## src/rtl/sipo_rx_pkg.sv

```systemverilog
// Purpose: shared types and sizing helpers for the sipo_rx serial receiver.
// Contents: FSM state enum, default word width, count-width and frame-length helpers.
// Frame length grows by one parity bit when SIPO_RX_PARITY_EN is defined.
package sipo_rx_pkg;

  typedef enum logic {
    IDLE  = 1'b0,
    SHIFT = 1'b1
  } state_t;

  localparam int DEFAULT_WIDTH = 4;

`ifdef SIPO_RX_PARITY_EN
  localparam int PAR_BITS = 1;
`else
  localparam int PAR_BITS = 0;
`endif

  // Bit counter must hold the full frame length without wrapping.
  function automatic int cnt_width(input int width);
    return $clog2(width + 2);
  endfunction

  // Serial bits per word on the wire, including the trailing parity bit if present.
  function automatic int frame_len(input int width);
    return width + PAR_BITS;
  endfunction

endpackage

```

## src/rtl/sipo_rx_outreg.sv

```systemverilog
// Purpose: one-deep valid/ready holding register for assembled words, with sticky overflow.
// Latency: a word offered on word_vld is visible on dat/vld after the same clock edge.
// Backpressure: when full and not drained, the offered word is dropped and overflow is set.
// Ports: clk, rst_n (sync, active-low); word/word_vld offered word; ready consumer accept;
//        dat/vld held word; overflow sticky drop flag.
module sipo_rx_outreg #(
  parameter int WIDTH = 4
) (
  input  logic             clk,
  input  logic             rst_n,
  input  logic [WIDTH-1:0] word,
  input  logic             word_vld,
  input  logic             ready,
  output logic [WIDTH-1:0] dat,
  output logic             vld,
  output logic             overflow
);

  logic accept;

  assign accept = vld && ready;

  always_ff @(posedge clk) begin
    if (!rst_n) begin
      dat      <= '0;
      vld      <= 1'b0;
      overflow <= 1'b0;
    end else if (word_vld) begin
      // A drain in the same cycle frees the slot, so load instead of dropping.
      if (!vld || accept) begin
        dat <= word;
        vld <= 1'b1;
      end else begin
        overflow <= 1'b1;
      end
    end else if (accept) begin
      vld <= 1'b0;
    end
  end

endmodule

```

## src/rtl/sipo_rx.sv

```systemverilog
// Purpose: serial-in/parallel-out receiver, MSB first, framed by SIN_FIRST.
// Latency: DOUT_VALID rises on the edge that samples the last frame bit.
// Backpressure: none upstream; a word completing into a full, undrained output is dropped (OVERFLOW).
// Ports: CLK, RST_N (sync, active-low); SIN/SIN_VALID/SIN_FIRST serial input;
//        DOUT/DOUT_VALID/DOUT_READY word output; BUSY, OVERFLOW, FRAME_ERR, PAR_ERR status.
// Optional: SIPO_RX_PARITY_EN adds a trailing even-parity bit per frame and drives PAR_ERR.
module sipo_rx
  import sipo_rx_pkg::*;
#(
  parameter int WIDTH = DEFAULT_WIDTH
) (
  input  logic             CLK,
  input  logic             RST_N,
  input  logic             SIN,
  input  logic             SIN_VALID,
  input  logic             SIN_FIRST,
  output logic [WIDTH-1:0] DOUT,
  output logic             DOUT_VALID,
  input  logic             DOUT_READY,
  output logic             BUSY,
  output logic             OVERFLOW,
  output logic             FRAME_ERR,
  output logic             PAR_ERR
);

  localparam int CW    = cnt_width(WIDTH);
  localparam int FRAME = frame_len(WIDTH);
  localparam logic [CW-1:0] LAST = CW'(FRAME - 1);

  state_t           state;
  logic [CW-1:0]    count;
  logic [WIDTH-1:0] sr;
  logic [WIDTH-1:0] shifted;
  logic [WIDTH-1:0] done_dat;
  logic             done;
  logic             busy_q;
  logic             frame_err_q;

  assign shifted = {sr[WIDTH-2:0], SIN};

  // The last bit of a frame without SIN_FIRST completes the word; SIN_FIRST there aborts instead.
  assign done = SIN_VALID && !SIN_FIRST && (state == SHIFT) && (count == LAST);

`ifdef SIPO_RX_PARITY_EN
  logic par_bad;
  logic par_err_q;

  // The final bit is parity, so the data bits are already fully shifted into sr.
  assign done_dat = sr;
  assign par_bad  = (^sr) ^ SIN;
  assign PAR_ERR  = par_err_q;

  always_ff @(posedge CLK) begin
    if (!RST_N) begin
      par_err_q <= 1'b0;
    end else if (done && par_bad) begin
      par_err_q <= 1'b1;
    end
  end
`else
  assign done_dat = shifted;
  assign PAR_ERR  = 1'b0;
`endif

  always_ff @(posedge CLK) begin
    if (!RST_N) begin
      state       <= IDLE;
      count       <= '0;
      sr          <= '0;
      busy_q      <= 1'b0;
      frame_err_q <= 1'b0;
    end else if (SIN_VALID) begin
      unique case (state)
        IDLE: begin
          // Bits arriving outside a frame are discarded until SIN_FIRST.
          if (SIN_FIRST) begin
            sr     <= {{(WIDTH-1){1'b0}}, SIN};
            count  <= CW'(1);
            state  <= SHIFT;
            busy_q <= 1'b1;
          end
        end
        SHIFT: begin
          if (SIN_FIRST) begin
            // Resync: drop the partial word and start over with this bit.
            sr          <= {{(WIDTH-1){1'b0}}, SIN};
            count       <= CW'(1);
            frame_err_q <= 1'b1;
          end else if (done) begin
            sr     <= '0;
            count  <= '0;
            state  <= IDLE;
            busy_q <= 1'b0;
          end else begin
            sr    <= shifted;
            count <= count + 1'b1;
          end
        end
        default: begin
          state  <= IDLE;
          busy_q <= 1'b0;
        end
      endcase
    end
  end

  assign BUSY      = busy_q;
  assign FRAME_ERR = frame_err_q;

  sipo_rx_outreg #(
    .WIDTH (WIDTH)
  ) u_outreg (
    .clk      (CLK),
    .rst_n    (RST_N),
    .word     (done_dat),
    .word_vld (done),
    .ready    (DOUT_READY),
    .dat      (DOUT),
    .vld      (DOUT_VALID),
    .overflow (OVERFLOW)
  );

endmodule
```

## config.mk

```make
export PLATFORM = sky130hd
export DESIGN_NAME = sipo_rx
export DESIGN_NICKNAME = d
export VERILOG_FILES = /design/src/rtl/sipo_rx_pkg.sv /design/src/rtl/sipo_rx_outreg.sv /design/src/rtl/sipo_rx.sv
export SDC_FILE = /design/constraint.sdc
export NUM_CORES = 1
export LEC_CHECK = 0
export CORE_MARGIN = 2
export CORE_UTILIZATION = 46
export DETAILED_ROUTE_END_ITERATION = 6
export GPL_TIMING_DRIVEN = 0
export PLACE_DENSITY = 0.77
export SLEW_MARGIN = 10
export SYNTH_ARGS = -nofsm -noshare
export SYNTH_HDL_FRONTEND = slang
export SYNTH_SLANG_ARGS = --single-unit
export TNS_END_PERCENT = 30
```

## constraint.sdc

```tcl
create_clock -name CLK -period 1.6 [get_ports CLK]
set_input_delay 0.24 -clock CLK [delete_from_list [all_inputs] [get_ports CLK]]
set_output_delay 0.24 -clock CLK [all_outputs]
set_load 0.005 [all_outputs]
```

# --- Word-level counts from Yosys, hierarchy flattened ---
# Index checks and enable logic that the tools add are counted.
word_totals:
  ff_bits: 15
  in_bits: 6
  word_cells: 49
classes:
  n_eq_ne: 5
  bitwise: 2
  muxes: 19
  n_reduce_logical: 14
  add_sub_neg: 1
op_table:
  columns: ["operator", "n"]
  rows:
  - ["2-to-1 mux 3 bit", 6]
  - ["one-hot mux 3 bit (2 select lines)", 2]
  - ["2-to-1 mux 1 bit", 9]
  - ["AND reduction 2 bit", 4]
  - ["logical AND 1 bit", 4]
  - ["inequality test 2 x 1 -> 1 bit (second input constant)", 2]
  - ["inequality test 2 bit (second input constant)", 2]
  - ["one-hot mux 1 bit (2 select lines)", 2]
  - ["AND reduction 4 bit", 1]
  - ["adder 3 x 1 -> 3 bit (second input constant)", 1]
  - ["equality test 3 x 2 -> 1 bit (second input constant)", 1]
  - ["AND reduction 3 bit", 1]
  - ["logical NOT 1 bit", 2]
  - ["inverter 1 bit", 2]
  - ["nonzero test 2 bit", 1]
  - ["logical OR 1 bit", 1]

# --- Depth between registers and ports, before layout ---
depth:
  depth_word: 7
  mapped_depth: 4
  mapped_depth_nobuf: 4

# --- Hierarchy ---
# From an unflattened synthesis, not the netlist that was laid out.
hier_totals:
  cells_unflattened: 72
  area_unflattened_um2: 678.2
modules_own_cells:
  columns: ["module", "cells_per_inst", "instances", "area_per_inst_um2", "seq_area_each_um2"]
  rows:
  - ["sipo_rx", 47, 1, 430.4, 180.2]
  - ["sipo_rx_outreg", 25, 1, 247.7, 120.1]

# --- Worst setup path before layout ---
# No wires, ideal clock.
synth_timing:
  kind: "register to register"
  start: "register count[0]"
  end: "register u_outreg.dat[0]"
  required_ns: 1.528
  path_buffers: 0
  stages_incl_launch_ff: 5
  arrival_ns: 1.079
  synth_period_minus_slack_ns: 1.151
  slack_ns: 0.449
  cell_sequence: "dfxtp_1 ha_1 nand2b_1 nor3_4 mux2i_1"
synth_between:
  elab_chain_cells: 3
synth_rtl:
  columns: ["element", "line_no", "source"]
  rows:
  - ["start, declared", "sipo_rx.sv:31", "logic [CW-1:0] count;"]
  - ["start signal, assigned", "sipo_rx.sv:96", "count <= count + 1'b1;"]
  - ["equality test 3 x 2 -> 1 bit", "sipo_rx.sv:42", "assign done = SIN_VALID && !SIN_FIRST && (state == SHIFT) && (count == LAST);"]
  - ["logical AND 1 bit", "sipo_rx.sv:42", null]
  - ["AND reduction 2 bit (no line)", null, null]
  - ["end signal, assigned", "sipo_rx_outreg.sv:31", "dat <= word;"]
  - ["end, declared", "sipo_rx_outreg.sv:14", "output logic [WIDTH-1:0] dat,"]
# No other way between the ends.
# A chain may end at the register's enable or synchronous reset.

# --- Final worst setup path ---
layout_timing:
  start: "register busy_q, in the netlist BUSY"
  end: "output BUSY"
layout_lines:
  columns: ["element", "line_no", "source"]
  rows:
  - ["start, declared", "sipo_rx.sv:36", "logic busy_q;"]
  - ["start signal, assigned", "sipo_rx.sv:70", "busy_q <= 1'b0;"]
  - ["start signal, assigned", "sipo_rx.sv:80", "busy_q <= 1'b1;"]
  - ["start signal, assigned", "sipo_rx.sv:93", "busy_q <= 1'b0;"]
  - ["end, declared", "sipo_rx.sv:20", "output logic BUSY,"]
# No word-level cell between the ends.

==> results <==
- The run finished with clean final reports.
- The worst setup path is captured at an output pin.
- The via count of the first global-routing pass is 412.
- The proportion of synthesized area in mux cells is ~6.3%.
- The initial antenna violation count is 0.
- The clock transition at the registers of the reported paths is about 0.08 ns.
- The combinational group share of total power is under 10%.
- Of the total synthesized cell area, the portion taken by XOR and XNOR cells is 0%.
- The hold violation count in the final report is 0.
- The number of nets in the synthesized netlist is 75.
- The smallest setup slack after layout is roughly 0.22 ns.
- The hold-fix buffer count after cts is 0.
- For the worst-skew pair, the clock arrives at the later sink with an insertion delay of between 0.2 and 0.3 ns.
- Of the total power, registers draw 58.4%.
- The die footprint is around 1700 um^2.
- Cells with a size suffix above 1 make up 7.06% of the layout.
- The adder-cell share of the synthesized area is ~2.0%.
- Counting flops and latches in the post-synthesis netlist gives 15.
- The final critical delay including setup and external delays is 1.38 ns.
- The floorplan core area is around 1300 um^2.
- Detailed placement finished with a half-perimeter wire length of 866 um.
- Across the routed clock network, the largest skew measured is approximately 0.0077 ns.
- In this run the cell area of the synthesized design comes to 639 um^2.
- The number of antenna diodes is 0.
- For this run, the slowest stage of the critical path takes 0.51 ns.
- The remaining routing DRC violations is 0.
- The switching share of power is a little under a quarter.
- The kind of cell adding the most delay to the critical path is buffers and inverters.
- Setup violations remaining at the end of the flow were counted as 0.
- Summed over all nets, the switching power comes to 0.160 mW.
- The final non-filler cell area is 815 um^2.
- The power density over the cells is 822 nW/um^2.
- The clock tree root driver cell is sky130_fd_sc_hd__clkbuf_4.
- For this design the static power due to leakage is 0.305 nW.
- 15 I/O pins were placed.
- The sequential fraction of the synthesis area is roughly 47%.
- The wire length of the first global-routing pass is 1720 um.
- Synthesis produced a netlist whose cell count is 68.
- The count of nets left with antenna violations once routing finished came out at 0.
- For this run, the top clock speed supported by timing is around 720 MHz.
- The total number of placement rows is 13.
- The aggregate global-route resource usage is between 15 and 20%.
- Along the worst path, the maximum fanout reaches 3.
- The basic-gate share of the synthesized area counting and, or, nand and nor cells is between 20 and 25%.
- Dividing the synthesized area by the synthesized cell count gives between 9 and 10 um^2.
- The final global-route overflow total is 0.
- The worst-path cell with the longest stage delay is sky130_fd_sc_hd__clkdlybuf4s50_1.
- Setup repair after global routing left no endpoint under its margin.
- The wire length per cell after detailed routing is roughly 12 um.
- In this run the tool buffered the top-level ports with 13 buffer cells.
- The required time of the worst setup path is approximately 1.4 ns.
- For this block, the initial DRC count from the detailed router was 12.
- The initial standard-cell utilization of the core is 49.1%.
- The maximum vdd ir drop is approximately 0.45 mV.
- Across the run, the number of max-cap violations was 0.
- The min-delay analysis places its worst path in the category reg -> reg.
- The count of buffers added by post-CTS timing repair for setup is 0.
- The buffers plus inverters on the worst setup path is 1.
- STA classifies the critical path startpoint as a flip-flop.
- Counting the buffers created by CTS gives 3.
- TritonCTS built the clock tree.
- Summing over every cut layer, the via total after detailed routing is roughly 520.
- The first-pass iteration count of the detailed router is 4.
- After synthesis, the largest family of logic cells by area is simple AND/OR/NAND/NOR gates.
- Summing the areas of all compound-gate instances in the mapped netlist gives between 10% and 20% of the synthesized area.
- Summing all placed instances gives a cell area of around 790 um^2.
- The clock power share is between 30% and 40%.
- The classification of the worst setup path is reg -> out.
- The area growth from synthesis to layout is 27.4%.
- Data on the critical path arrives at its endpoint at 1.14 ns.
- The final critical-path share of the clock period is 86.2%.
- Walking the worst path, the cells encountered are clkdlybuf4s50_1.
- On the final layout, the worst hold slack is 0.451 ns.
- The worst slack at placement is -0.0830 ns.
- The clock net in this run drives a total of 15 sinks.
- The routability congestion estimate from global placement is roughly 0.74.
- The die is roughly 41 um tall.
- The max-slew violation count is 0.
- The total wire length is roughly 1200 um.
- The internal portion of the total power is between 0.5 and 0.6 mW.
- The count of different cell masters after synthesis is 27.
- After clock tree synthesis, the repair step resized 0 gates.
- The floorplan step set the die width to slightly above 40 um.
- The H-tree depth is 1.
- Entering global routing, the biggest net connects 11 pins.
- In the routed layout, each cell is associated on average with a via count of approximately 5.2.
- The count of warnings emitted by yosys is 0.
- The buffer levels on the longest clock path is 2.
- The final layout net count is 93.
## layout by cell type (no fill, tap or decap)
| cell type | count |
|---|---|
| sky130_fd_sc_hd__a21oi_1 | 2 |
| sky130_fd_sc_hd__nand3_1 | 1 |
| sky130_fd_sc_hd__ha_1 | 1 |
| sky130_fd_sc_hd__o21a_1 | 1 |
| sky130_fd_sc_hd__o211a_1 | 1 |
| sky130_fd_sc_hd__clkbuf_1 | 3 |
| sky130_fd_sc_hd__a32oi_1 | 2 |
| sky130_fd_sc_hd__a31oi_1 | 2 |
| sky130_fd_sc_hd__a21boi_1 | 1 |
| sky130_fd_sc_hd__nor3_1 | 1 |
| sky130_fd_sc_hd__nor3_4 | 1 |
| sky130_fd_sc_hd__nand2_1 | 12 |
| sky130_fd_sc_hd__o211ai_1 | 1 |
| sky130_fd_sc_hd__and3b_1 | 1 |
| sky130_fd_sc_hd__nand3b_4 | 1 |
| sky130_fd_sc_hd__nor2_1 | 1 |
| sky130_fd_sc_hd__o21ai_0 | 1 |
| sky130_fd_sc_hd__clkdlybuf4s50_1 | 13 |
| sky130_fd_sc_hd__o21ai_1 | 3 |
| sky130_fd_sc_hd__clkbuf_4 | 3 |
| sky130_fd_sc_hd__mux2i_1 | 4 |
| sky130_fd_sc_hd__nor2b_1 | 5 |
| sky130_fd_sc_hd__o31ai_1 | 2 |
| sky130_fd_sc_hd__conb_1 | 1 |
| sky130_fd_sc_hd__a22oi_1 | 1 |
| sky130_fd_sc_hd__inv_1 | 3 |
| sky130_fd_sc_hd__dfxtp_1 | 15 |
| sky130_fd_sc_hd__nand2b_1 | 1 |
| sky130_fd_sc_hd__buf_4 | 1 |
## flip-flops by register name, indices dropped and copies added, names as in the netlist
signal and cells:
sr 3, state 1, BUSY 1, u_outreg.dat 4
u_outreg.vld 1, FRAME_ERR 1, count 3, u_outreg.overflow 1
## layout make-up
cell class,count,area [um^2]
inverter,3,11.3
fill,118,487
multi-input combinational,47,313
buffer,3,15.0
clock buffer,4,26.3
timing repair buffer,13,130
sequential,15,300
tap,15,18.8
## Yosys cell counts, drive strengths merged
library cell	n	area [um^2]
a22oi	1	7.51
o31ai	2	15.0
conb	1	3.75
nand2b	1	6.26
ha	1	12.5
dfxtp	15	300
o21a	1	7.51
o211a	1	10.0
a21boi	1	7.51
a32oi	2	17.5
nor3	2	21.3
o211ai	1	7.51
and3b	1	8.76
a31oi	2	12.5
nand3b	1	20.0
nand2	12	45.0
a21oi	2	10.0
mux2i	4	40.0
nor2	1	3.75
clkbuf	2	7.51
buf	1	7.51
o21ai	4	20.0
nor2b	5	31.3
inv	3	11.3
nand3	1	5.00
## final timing paths
kind                            startpoint         endpoint  slack [ns]  depth (start not counted)
worst min-delay path              count[2]         count[2]        0.45                          1
worst max register to register    count[0]  u_outreg.dat[2]        0.24                          4
worst min register to register    count[2]         count[2]        0.45                          1
worst max-delay path                  BUSY             BUSY        0.22                          1
## power groups by stage
| stage | combinational [mW] | clock, mW | sequential [mW] |
|---|---|---|---|
| finish | 0.0615 | 0.217 | 0.391 |
| global route | 0.0675 | 0.237 | 0.392 |
| CTS | 0.0615 | 0.217 | 0.390 |
| detailed placement | 0.0615 | 0 | 0.399 |
| global placement | 0.0597 | 0 | 0.399 |
| floorplan | 0.0319 | 0 | 0.398 |
## per-layer routing
metal | part of all wire, % | vias to the layer above | GRT usage (%)
met4 | 0.66 | 0 | 6.45
met5 | 0 | - | 0
met1 | 50 | 236 | 20.7
met3 | 3.4 | 2 | 3.26
li1 | - | 272 | -
met2 | 46 | 9 | 23.4
## logic make-up (layout without fill, tap and decap cells)
group,after synthesis,count (layout)
simple gates,24,24
buf+inv,6,23
other cells,1,1
fa+ha+maj,1,1
compound gates,17,17
flops,15,15
mux,4,4
## stage by stage
stage               instances  TNS (ns)  total power [mW]  utilization [%]
global route              100         0             0.697             62.6
floorplan                  68         0             0.430                -
detailed placement         96    -0.298             0.461             60.6
global placement           96    -0.125             0.459             60.6
finish                    100         0             0.669             62.6
CTS                       100         0             0.669             62.6
(Power assumes the default switching activity.)
